==> src/rtl/alu_seq_pkg.sv <==
`default_nettype none
// +------------------------------------------------------------------+
// | alu_seq_pkg : op/funct codes, FSM state encoding, decode helpers |
// | Optional MUL support via ALU_SEQ_MUL_EN.  Rev 1.0                |
// +------------------------------------------------------------------+
package alu_seq_pkg;

  localparam logic [2:0] OP_ADD = 3'b000;
  localparam logic [2:0] OP_SUB = 3'b001;
  localparam logic [2:0] OP_AND = 3'b010;
  localparam logic [2:0] OP_OR  = 3'b011;
  localparam logic [2:0] OP_EQ  = 3'b100;
  localparam logic [2:0] OP_MUL = 3'b101;

  localparam logic [1:0] FUNCT_ADD = 2'b00;
  localparam logic [1:0] FUNCT_SUB = 2'b01;
  localparam logic [1:0] FUNCT_AND = 2'b10;
  localparam logic [1:0] FUNCT_OR  = 2'b11;

  typedef enum logic [1:0] {
    ST_IDLE     = 2'd0,
    ST_ISSUE    = 2'd1,
    ST_RESP     = 2'd2
`ifdef ALU_SEQ_MUL_EN
    , ST_MUL_STEP = 2'd3
`endif
  } state_e;

  function automatic logic op_is_illegal(input logic [2:0] op);
`ifdef ALU_SEQ_MUL_EN
    return op[2] & op[1];
`else
    return op[2] & (op[1] | op[0]);
`endif
  endfunction

  // EQ is evaluated as a subtraction and judged by the ALU zero flag
  function automatic logic [1:0] op_to_funct(input logic [2:0] op);
    case (op)
      OP_SUB:  return FUNCT_SUB;
      OP_AND:  return FUNCT_AND;
      OP_OR:   return FUNCT_OR;
      OP_EQ:   return FUNCT_SUB;
      default: return FUNCT_ADD;
    endcase
  endfunction

endpackage
`default_nettype wire

==> src/rtl/alu_seq_if.sv <==
`default_nettype none
// +------------------------------------------------------------------+
// | alu_seq_if : request, ALU and response signals of the sequencer  |
// | Rev 1.0                                                          |
// +------------------------------------------------------------------+
interface alu_seq_if #(parameter int Size = 8);
  logic            req_valid;
  logic            req_ready;
  logic [2:0]      req_op;
  logic [Size-1:0] req_a;
  logic [Size-1:0] req_b;
  logic [Size-1:0] alu_a;
  logic [Size-1:0] alu_b;
  logic [1:0]      alu_funct;
  logic [Size-1:0] alu_out;
  logic            alu_zero;
  logic            rsp_valid;
  logic            rsp_ready;
  logic [Size-1:0] rsp_result;
  logic            rsp_zero;
  logic            rsp_err;

  modport master (
    output req_valid, req_op, req_a, req_b, alu_out, alu_zero, rsp_ready,
    input  req_ready, alu_a, alu_b, alu_funct, rsp_valid, rsp_result, rsp_zero, rsp_err
  );

  modport slave (
    input  req_valid, req_op, req_a, req_b, alu_out, alu_zero, rsp_ready,
    output req_ready, alu_a, alu_b, alu_funct, rsp_valid, rsp_result, rsp_zero, rsp_err
  );
endinterface
`default_nettype wire

==> src/rtl/alu_seq_fsm.sv <==
`default_nettype none
// +------------------------------------------------------------------+
// | alu_seq_fsm : sequencer state machine and multiply bit index     |
// | MUL_STEP/index exist only with ALU_SEQ_MUL_EN.  Rev 1.0          |
// +------------------------------------------------------------------+
module alu_seq_fsm
  import alu_seq_pkg::*;
#(
  parameter int Size = 8,
  localparam int IDX_W = (Size > 1) ? $clog2(Size) : 1
) (
  input  logic             clk,
  input  logic             rst_n,
  input  logic             req_valid,
  input  logic [2:0]       req_op,
  input  logic             rsp_ready,
`ifdef ALU_SEQ_MUL_EN
  output logic [IDX_W-1:0] mul_idx,
  output logic             mul_last,
`endif
  output state_e           state,
  output logic             accept
);

  state_e state_q, state_d;

`ifdef ALU_SEQ_MUL_EN
  localparam logic [IDX_W-1:0] LAST_IDX = IDX_W'(Size - 1);
  logic [IDX_W-1:0] idx_q, idx_d;
  assign mul_idx = idx_q;
`endif

  always_ff @(posedge clk or negedge rst_n) begin
    if (!rst_n) begin
      state_q <= ST_IDLE;
`ifdef ALU_SEQ_MUL_EN
      idx_q   <= '0;
`endif
    end else begin
      state_q <= state_d;
`ifdef ALU_SEQ_MUL_EN
      idx_q   <= idx_d;
`endif
    end
  end

  always_comb begin
    state_d  = state_q;
    accept   = 1'b0;
`ifdef ALU_SEQ_MUL_EN
    idx_d    = idx_q;
    mul_last = 1'b0;
`endif
    case (state_q)
      ST_IDLE: begin
        if (req_valid) begin
          accept = 1'b1;
          if (op_is_illegal(req_op)) begin
            state_d = ST_RESP;
          end
`ifdef ALU_SEQ_MUL_EN
          else if (req_op == OP_MUL) begin
            state_d = ST_MUL_STEP;
            idx_d   = '0;
          end
`endif
          else begin
            state_d = ST_ISSUE;
          end
        end
      end
      ST_ISSUE: state_d = ST_RESP;
`ifdef ALU_SEQ_MUL_EN
      ST_MUL_STEP: begin
        if (idx_q == LAST_IDX) begin
          mul_last = 1'b1;
          state_d  = ST_RESP;
        end else begin
          idx_d = idx_q + 1'b1;
        end
      end
`endif
      ST_RESP: if (rsp_ready) state_d = ST_IDLE;
      default: state_d = ST_IDLE;
    endcase
  end

  assign state = state_q;

endmodule
`default_nettype wire

==> src/rtl/alu_sequencer.sv <==
`default_nettype none
// +------------------------------------------------------------------+
// | alu_sequencer : sequences ops onto an external ALU (shift-add MUL|
// | with ALU_SEQ_MUL_EN), holds operand/acc/response regs.  Rev 1.0  |
// +------------------------------------------------------------------+
module alu_sequencer
  import alu_seq_pkg::*;
#(
  parameter int Size = 8
) (
  input  logic     clk,
  input  logic     rst_n,
  alu_seq_if.slave bus
);

  localparam int IDX_W = (Size > 1) ? $clog2(Size) : 1;

  state_e          state;
  logic            accept;
  logic [2:0]      op_q, op_d;
  logic [Size-1:0] a_q, a_d, b_q, b_d;
  logic [Size-1:0] result_q, result_d;
  logic            zero_q, zero_d, err_q, err_d;
  logic            load;
  logic [Size-1:0] load_val;
  logic            load_err;

`ifdef ALU_SEQ_MUL_EN
  logic [IDX_W-1:0] mul_idx;
  logic             mul_last;
  logic [Size-1:0]  acc_q, acc_d;
`endif

  alu_seq_fsm #(.Size(Size)) u_fsm (
    .clk       (clk),
    .rst_n     (rst_n),
    .req_valid (bus.req_valid),
    .req_op    (bus.req_op),
    .rsp_ready (bus.rsp_ready),
`ifdef ALU_SEQ_MUL_EN
    .mul_idx   (mul_idx),
    .mul_last  (mul_last),
`endif
    .state     (state),
    .accept    (accept)
  );

  always_ff @(posedge clk or negedge rst_n) begin
    if (!rst_n) begin
      op_q     <= '0;
      a_q      <= '0;
      b_q      <= '0;
      result_q <= '0;
      zero_q   <= 1'b0;
      err_q    <= 1'b0;
`ifdef ALU_SEQ_MUL_EN
      acc_q    <= '0;
`endif
    end else begin
      op_q     <= op_d;
      a_q      <= a_d;
      b_q      <= b_d;
      result_q <= result_d;
      zero_q   <= zero_d;
      err_q    <= err_d;
`ifdef ALU_SEQ_MUL_EN
      acc_q    <= acc_d;
`endif
    end
  end

  always_comb begin
    op_d          = op_q;
    a_d           = a_q;
    b_d           = b_q;
    result_d      = result_q;
    zero_d        = zero_q;
    err_d         = err_q;
    load          = 1'b0;
    load_val      = '0;
    load_err      = 1'b0;
    bus.alu_a     = '0;
    bus.alu_b     = '0;
    bus.alu_funct = FUNCT_ADD;
`ifdef ALU_SEQ_MUL_EN
    acc_d         = acc_q;
`endif
    case (state)
      ST_IDLE: begin
        if (accept) begin
          op_d = bus.req_op;
          a_d  = bus.req_a;
          b_d  = bus.req_b;
`ifdef ALU_SEQ_MUL_EN
          acc_d = '0;
`endif
          if (op_is_illegal(bus.req_op)) begin
            load     = 1'b1;
            load_err = 1'b1;
          end
        end
      end
      ST_ISSUE: begin
        bus.alu_a     = a_q;
        bus.alu_b     = b_q;
        bus.alu_funct = op_to_funct(op_q);
        load          = 1'b1;
        load_val      = (op_q == OP_EQ) ? Size'(bus.alu_zero) : bus.alu_out;
      end
`ifdef ALU_SEQ_MUL_EN
      ST_MUL_STEP: begin
        bus.alu_a = acc_q;
        bus.alu_b = a_q << mul_idx;
        if (b_q[mul_idx]) acc_d = bus.alu_out;
        // Final step publishes the post-add accumulator in the same cycle
        if (mul_last) begin
          load     = 1'b1;
          load_val = acc_d;
        end
      end
`endif
      default: ;
    endcase
    if (load) begin
      result_d = load_val;
      zero_d   = (load_val == '0);
      err_d    = load_err;
    end
  end

  assign bus.req_ready  = (state == ST_IDLE);
  assign bus.rsp_valid  = (state == ST_RESP);
  assign bus.rsp_result = result_q;
  assign bus.rsp_zero   = zero_q;
  assign bus.rsp_err    = err_q;

endmodule
`default_nettype wire

==> src/flat_wrapper.sv <==
// flat-port wrapper written by rule: the top's interface ports become plain ports
module alu_sequencer_flat import alu_seq_pkg::*;
#(
  parameter int Size = 8
)
  (clk, rst_n, bus_req_valid, bus_req_op, bus_req_a, bus_req_b, bus_alu_out, bus_alu_zero, bus_rsp_ready, bus_req_ready, bus_alu_a, bus_alu_b, bus_alu_funct, bus_rsp_valid, bus_rsp_result, bus_rsp_zero, bus_rsp_err);
  alu_seq_if #(.Size(Size)) bus_i ();
  input  logic clk;
  input  logic rst_n;
  input wire logic [$bits(bus_i.req_valid)-1:0] bus_req_valid;
  input wire logic [$bits(bus_i.req_op)-1:0] bus_req_op;
  input wire logic [$bits(bus_i.req_a)-1:0] bus_req_a;
  input wire logic [$bits(bus_i.req_b)-1:0] bus_req_b;
  input wire logic [$bits(bus_i.alu_out)-1:0] bus_alu_out;
  input wire logic [$bits(bus_i.alu_zero)-1:0] bus_alu_zero;
  input wire logic [$bits(bus_i.rsp_ready)-1:0] bus_rsp_ready;
  output wire logic [$bits(bus_i.req_ready)-1:0] bus_req_ready;
  output wire logic [$bits(bus_i.alu_a)-1:0] bus_alu_a;
  output wire logic [$bits(bus_i.alu_b)-1:0] bus_alu_b;
  output wire logic [$bits(bus_i.alu_funct)-1:0] bus_alu_funct;
  output wire logic [$bits(bus_i.rsp_valid)-1:0] bus_rsp_valid;
  output wire logic [$bits(bus_i.rsp_result)-1:0] bus_rsp_result;
  output wire logic [$bits(bus_i.rsp_zero)-1:0] bus_rsp_zero;
  output wire logic [$bits(bus_i.rsp_err)-1:0] bus_rsp_err;
  assign bus_i.req_valid = bus_req_valid;
  assign bus_i.req_op = bus_req_op;
  assign bus_i.req_a = bus_req_a;
  assign bus_i.req_b = bus_req_b;
  assign bus_i.alu_out = bus_alu_out;
  assign bus_i.alu_zero = bus_alu_zero;
  assign bus_i.rsp_ready = bus_rsp_ready;
  assign bus_req_ready = bus_i.req_ready;
  assign bus_alu_a = bus_i.alu_a;
  assign bus_alu_b = bus_i.alu_b;
  assign bus_alu_funct = bus_i.alu_funct;
  assign bus_rsp_valid = bus_i.rsp_valid;
  assign bus_rsp_result = bus_i.rsp_result;
  assign bus_rsp_zero = bus_i.rsp_zero;
  assign bus_rsp_err = bus_i.rsp_err;
  alu_sequencer #(.Size(Size)) u_core (.clk(clk), .rst_n(rst_n), .bus(bus_i));
endmodule
==> config.mk <==
export PLATFORM = sky130hd
export DESIGN_NAME = alu_sequencer_flat
export DESIGN_NICKNAME = d
export VERILOG_FILES = /design/src/rtl/alu_seq_pkg.sv /design/src/rtl/alu_seq_if.sv /design/src/rtl/alu_seq_fsm.sv /design/src/rtl/alu_sequencer.sv /design/src/flat_wrapper.sv
export SDC_FILE = /design/constraint.sdc
export NUM_CORES = 1
export LEC_CHECK = 0
export ABC_AREA = 1
export CAP_MARGIN = 20
export CORE_MARGIN = 5
export CORE_UTILIZATION = 47
export CTS_BUF_LIST = sky130_fd_sc_hd__clkbuf_4
export DETAILED_ROUTE_END_ITERATION = 10
export HOLD_SLACK_MARGIN = 0.15
export PLACE_DENSITY = 0.93
export SLEW_MARGIN = 20
export SYNTH_ARGS = -nofsm -noshare
export SYNTH_HDL_FRONTEND = slang
export SYNTH_HIERARCHICAL = 1
export SYNTH_SLANG_ARGS = --single-unit
==> constraint.sdc <==
create_clock -name clk -period 4.7 [get_ports clk]
set_input_delay 0.47 -clock clk [delete_from_list [all_inputs] [get_ports clk]]
set_output_delay 0.47 -clock clk [all_outputs]
set_load 0.005 [all_outputs]
==> metrics <==
status finished, final reports clean; XOR/XNOR Fraction of Synth Area 0%; final instance area 2190 um^2; Final Critical Period 2.63 ns; antenna viol nets, final 0; Die ar. 4410 um^2; Mapped Cells 182; share of the synthesized area in compound gates (AO/OA/AOI/OAI) 10.5%; post-synthesis simple-gate area fraction 27.8%; Post-synth top flop dfrtp_1; Slew Viols, Final 0; largest net degree at the start of global routing 37; Rows 20; Die X 66.4 um; routed wire length 3680 um; DP Wirelength 2770 um; Fmax 380 MHz; Leakage 1.03 nW; critical path launch point type flip-flop; Setup Buffers After CTS 0; Crit-path slowest cell clkdlybuf4s50_1; RSZ-0062 raised after global routing false; maximum clock path buffer count 2; Avg WL per Cell 12.6 um; register area 776 um^2; Synthesized Nets 214; flop-to-flop setup slack 2.98 ns; hold_buf cts 0; most common cell in the netlist nand2_1; Netlist cell types 21; Ys Warns 6; register area share after synthesis 51.8%; Layout area overhead 46.2%; Post-Syn Area 1500 um^2; Yosys reg bits 31; 1st-iter DRT viols 59; H-tree Lvls 2; Die Height 66.4 um; Critical Setup Path Class flip-flop to primary output; IO Count 62; Worst-Margin Slew 0.698 ns; CTS tree done; hold endpoint u_core/bus.rsp_result[3]; Via Count 1352; clk slew on worst S/H paths 0.08 ns; # setup viols final 0; area share of the largest cell type after synthesis 51.8%; EDFF count, synth 0; Final period util 56.0%; Final nets 279; Worst Reg-to-Reg Cells 8; CTS Root Cell clkbuf_4; ranking of synthesized cells by area dfrtp_1 (52%), nand2_1 (13%), nor2_1 (6.5%); post-synth top area cell dfrtp_1; CP arrival 2.16 ns; Fillers 260; share of cells above drive strength 1 11.7%; RD Place Congestion 0.772; Clock Latency Late Sink 0.32 ns; slowest stage delay, CP 0.54 ns; Setup TNS Final 0 ns; Max-slew headroom 53.4%; worst min-delay path startpoint u_core/bus.rsp_result[3]; R2R Path Start u_core/u_fsm/state[1]; global-route usage over all layers 17.9%; multi-input logic area 573 um^2; top cells by count, synth nand2_1 (50), dfrtp_1 (31), nor2_1 (26); placed instance area 2130 um^2; Final Skew 0.00916 ns; main combinational cell family by area after synthesis simple AND/OR/NAND/NOR gates; crit end category primary output; asr flop ratio synth 100%; first-pass detailed-route iteration total 4; Hold Path Cell Cnt 2; GRT overflow 0; DRC violations left 0; post-detailed-route via-to-cell ratio 4.63; R2R Path End u_core/op_q[1]; total clock sinks 31; post-CTS sizing 0; initial antenna violation count 0; Diodes inserted 0; mux share of post-synthesis cell area 0%; Hold Vio Cnt, Final 0; max-cap viol count 0; Worst VDD drop 0.267 mV; PwrDens 484 nW/um^2; Starting Density 49.0%; Tot Pwr 1.06 mW; I/O Buffers 61; CP required 4.23 ns; Worst Hold Class flip-flop to flip-flop; worst-path maximum fanout 21; vias in the first global route 1347; CP Cell Sequence inv_2 -> nand2_1 -> a21oi_1 -> clkdlybuf4s50_1; first-pass GRT wire length 5890 um; Synth Area in Adders 0%; syn avg cell area 8.22 um^2; Num CTS Buffers 5; Core Box Area 3050 um^2
==> worst max-delay path, delay by kind of cell, from the launching register on <==
kind            cells  cell delay [ns]
compound gates      1             0.30
buf+inv             2             0.64
flops               1             0.51
simple gates        1             0.40
==> cells by family (layout without fill, tap and decap cells) <==
group,count (synthesis),after routing
compound gates,25,25
flops,31,31
simple gates,94,94
buf+inv,32,98
==> layout make-up <==
type	count	area share, %
timing repair buffer	63	28.6
clock buffer	7	2.40
multi-input combinational	119	26.2
sequential	31	35.4
inverter	27	4.63
clock inverter	1	0.229
tap	44	2.52
==> metrics by stage <==
stage / hold WS (ns) / std cells / setup WS (ns) / utilization, %
global placement: 0.453 / 284 / 2.49 / 69.8
CTS: 0.484 / 292 / 2.05 / 71.7
finish: 0.478 / 292 / 2.07 / 71.7
global route: 0.513 / 292 / 1.92 / 71.7
detailed placement: 0.463 / 284 / 2.41 / 69.8
floorplan: 0.174 / 182 / 3.16 / -
==> cells in the final DEF (no fill, tap or decap) <==
master / synthesis / final
clkdlybuf4s50_1: 0 / 61
clkbuf_4: 0 / 7
inv_1: 25 / 25
o21ai_2: 6 / 6
nor2_1: 26 / 26
nand2_1: 50 / 50
nand3_1: 7 / 7
o21ai_0: 13 / 13
nand3_2: 1 / 1
a21oi_1: 2 / 2
nor3b_4: 1 / 1
buf_4: 1 / 2
nor2_2: 3 / 3
clkinv_2: 0 / 1
nor2_4: 2 / 2
o21ai_1: 1 / 1
nand3b_1: 1 / 1
nand2_2: 3 / 3
inv_2: 2 / 2
dfrtp_1: 31 / 31
o211ai_1: 2 / 2
a21oi_2: 1 / 1
==> state kept, by name, summed over array words and instances, names as in the netlist <==
register	flops
u_core/u_fsm/state	2
u_core/b_q	8
u_core/op_q	3
u_core/bus.rsp_result	8
u_core/bus.rsp_err	1
u_core/bus.rsp_zero	1
u_core/a_q	8
==> power breakdown <==
part	switching (mW)	internal, mW
Combinational	0.235	0.223
Clock	0.0854	0.0698
Sequential	0.0616	0.385
Total	0.382	0.677
==> worst max-delay path by stage <==
stage | to | startpoint | cells after the start | slack [ns]
floorplan | bus_alu_a[4] | u_core/u_fsm/state[1] | 5 | 3.16
global placement | bus_alu_funct[0] | u_core/u_fsm/state[1] | 4 | 2.49
detailed placement | bus_alu_funct[0] | u_core/u_fsm/state[1] | 4 | 2.41
CTS | bus_alu_funct[0] | u_core/u_fsm/state[1] | 4 | 2.05
global route | bus_alu_funct[0] | u_core/u_fsm/state[0] | 3 | 1.92
finish | bus_alu_funct[0] | u_core/u_fsm/state[1] | 4 | 2.07
==> layer usage <==
layer	up-vias	share of wire, %	global-route usage, %
met5	-	0	0
met3	8	5.8	4.08
met1	614	40	20.4
met2	42	52	30.4
li1	688	-	-
met4	0	2.1	10.4
(Power assumes the default switching activity.)
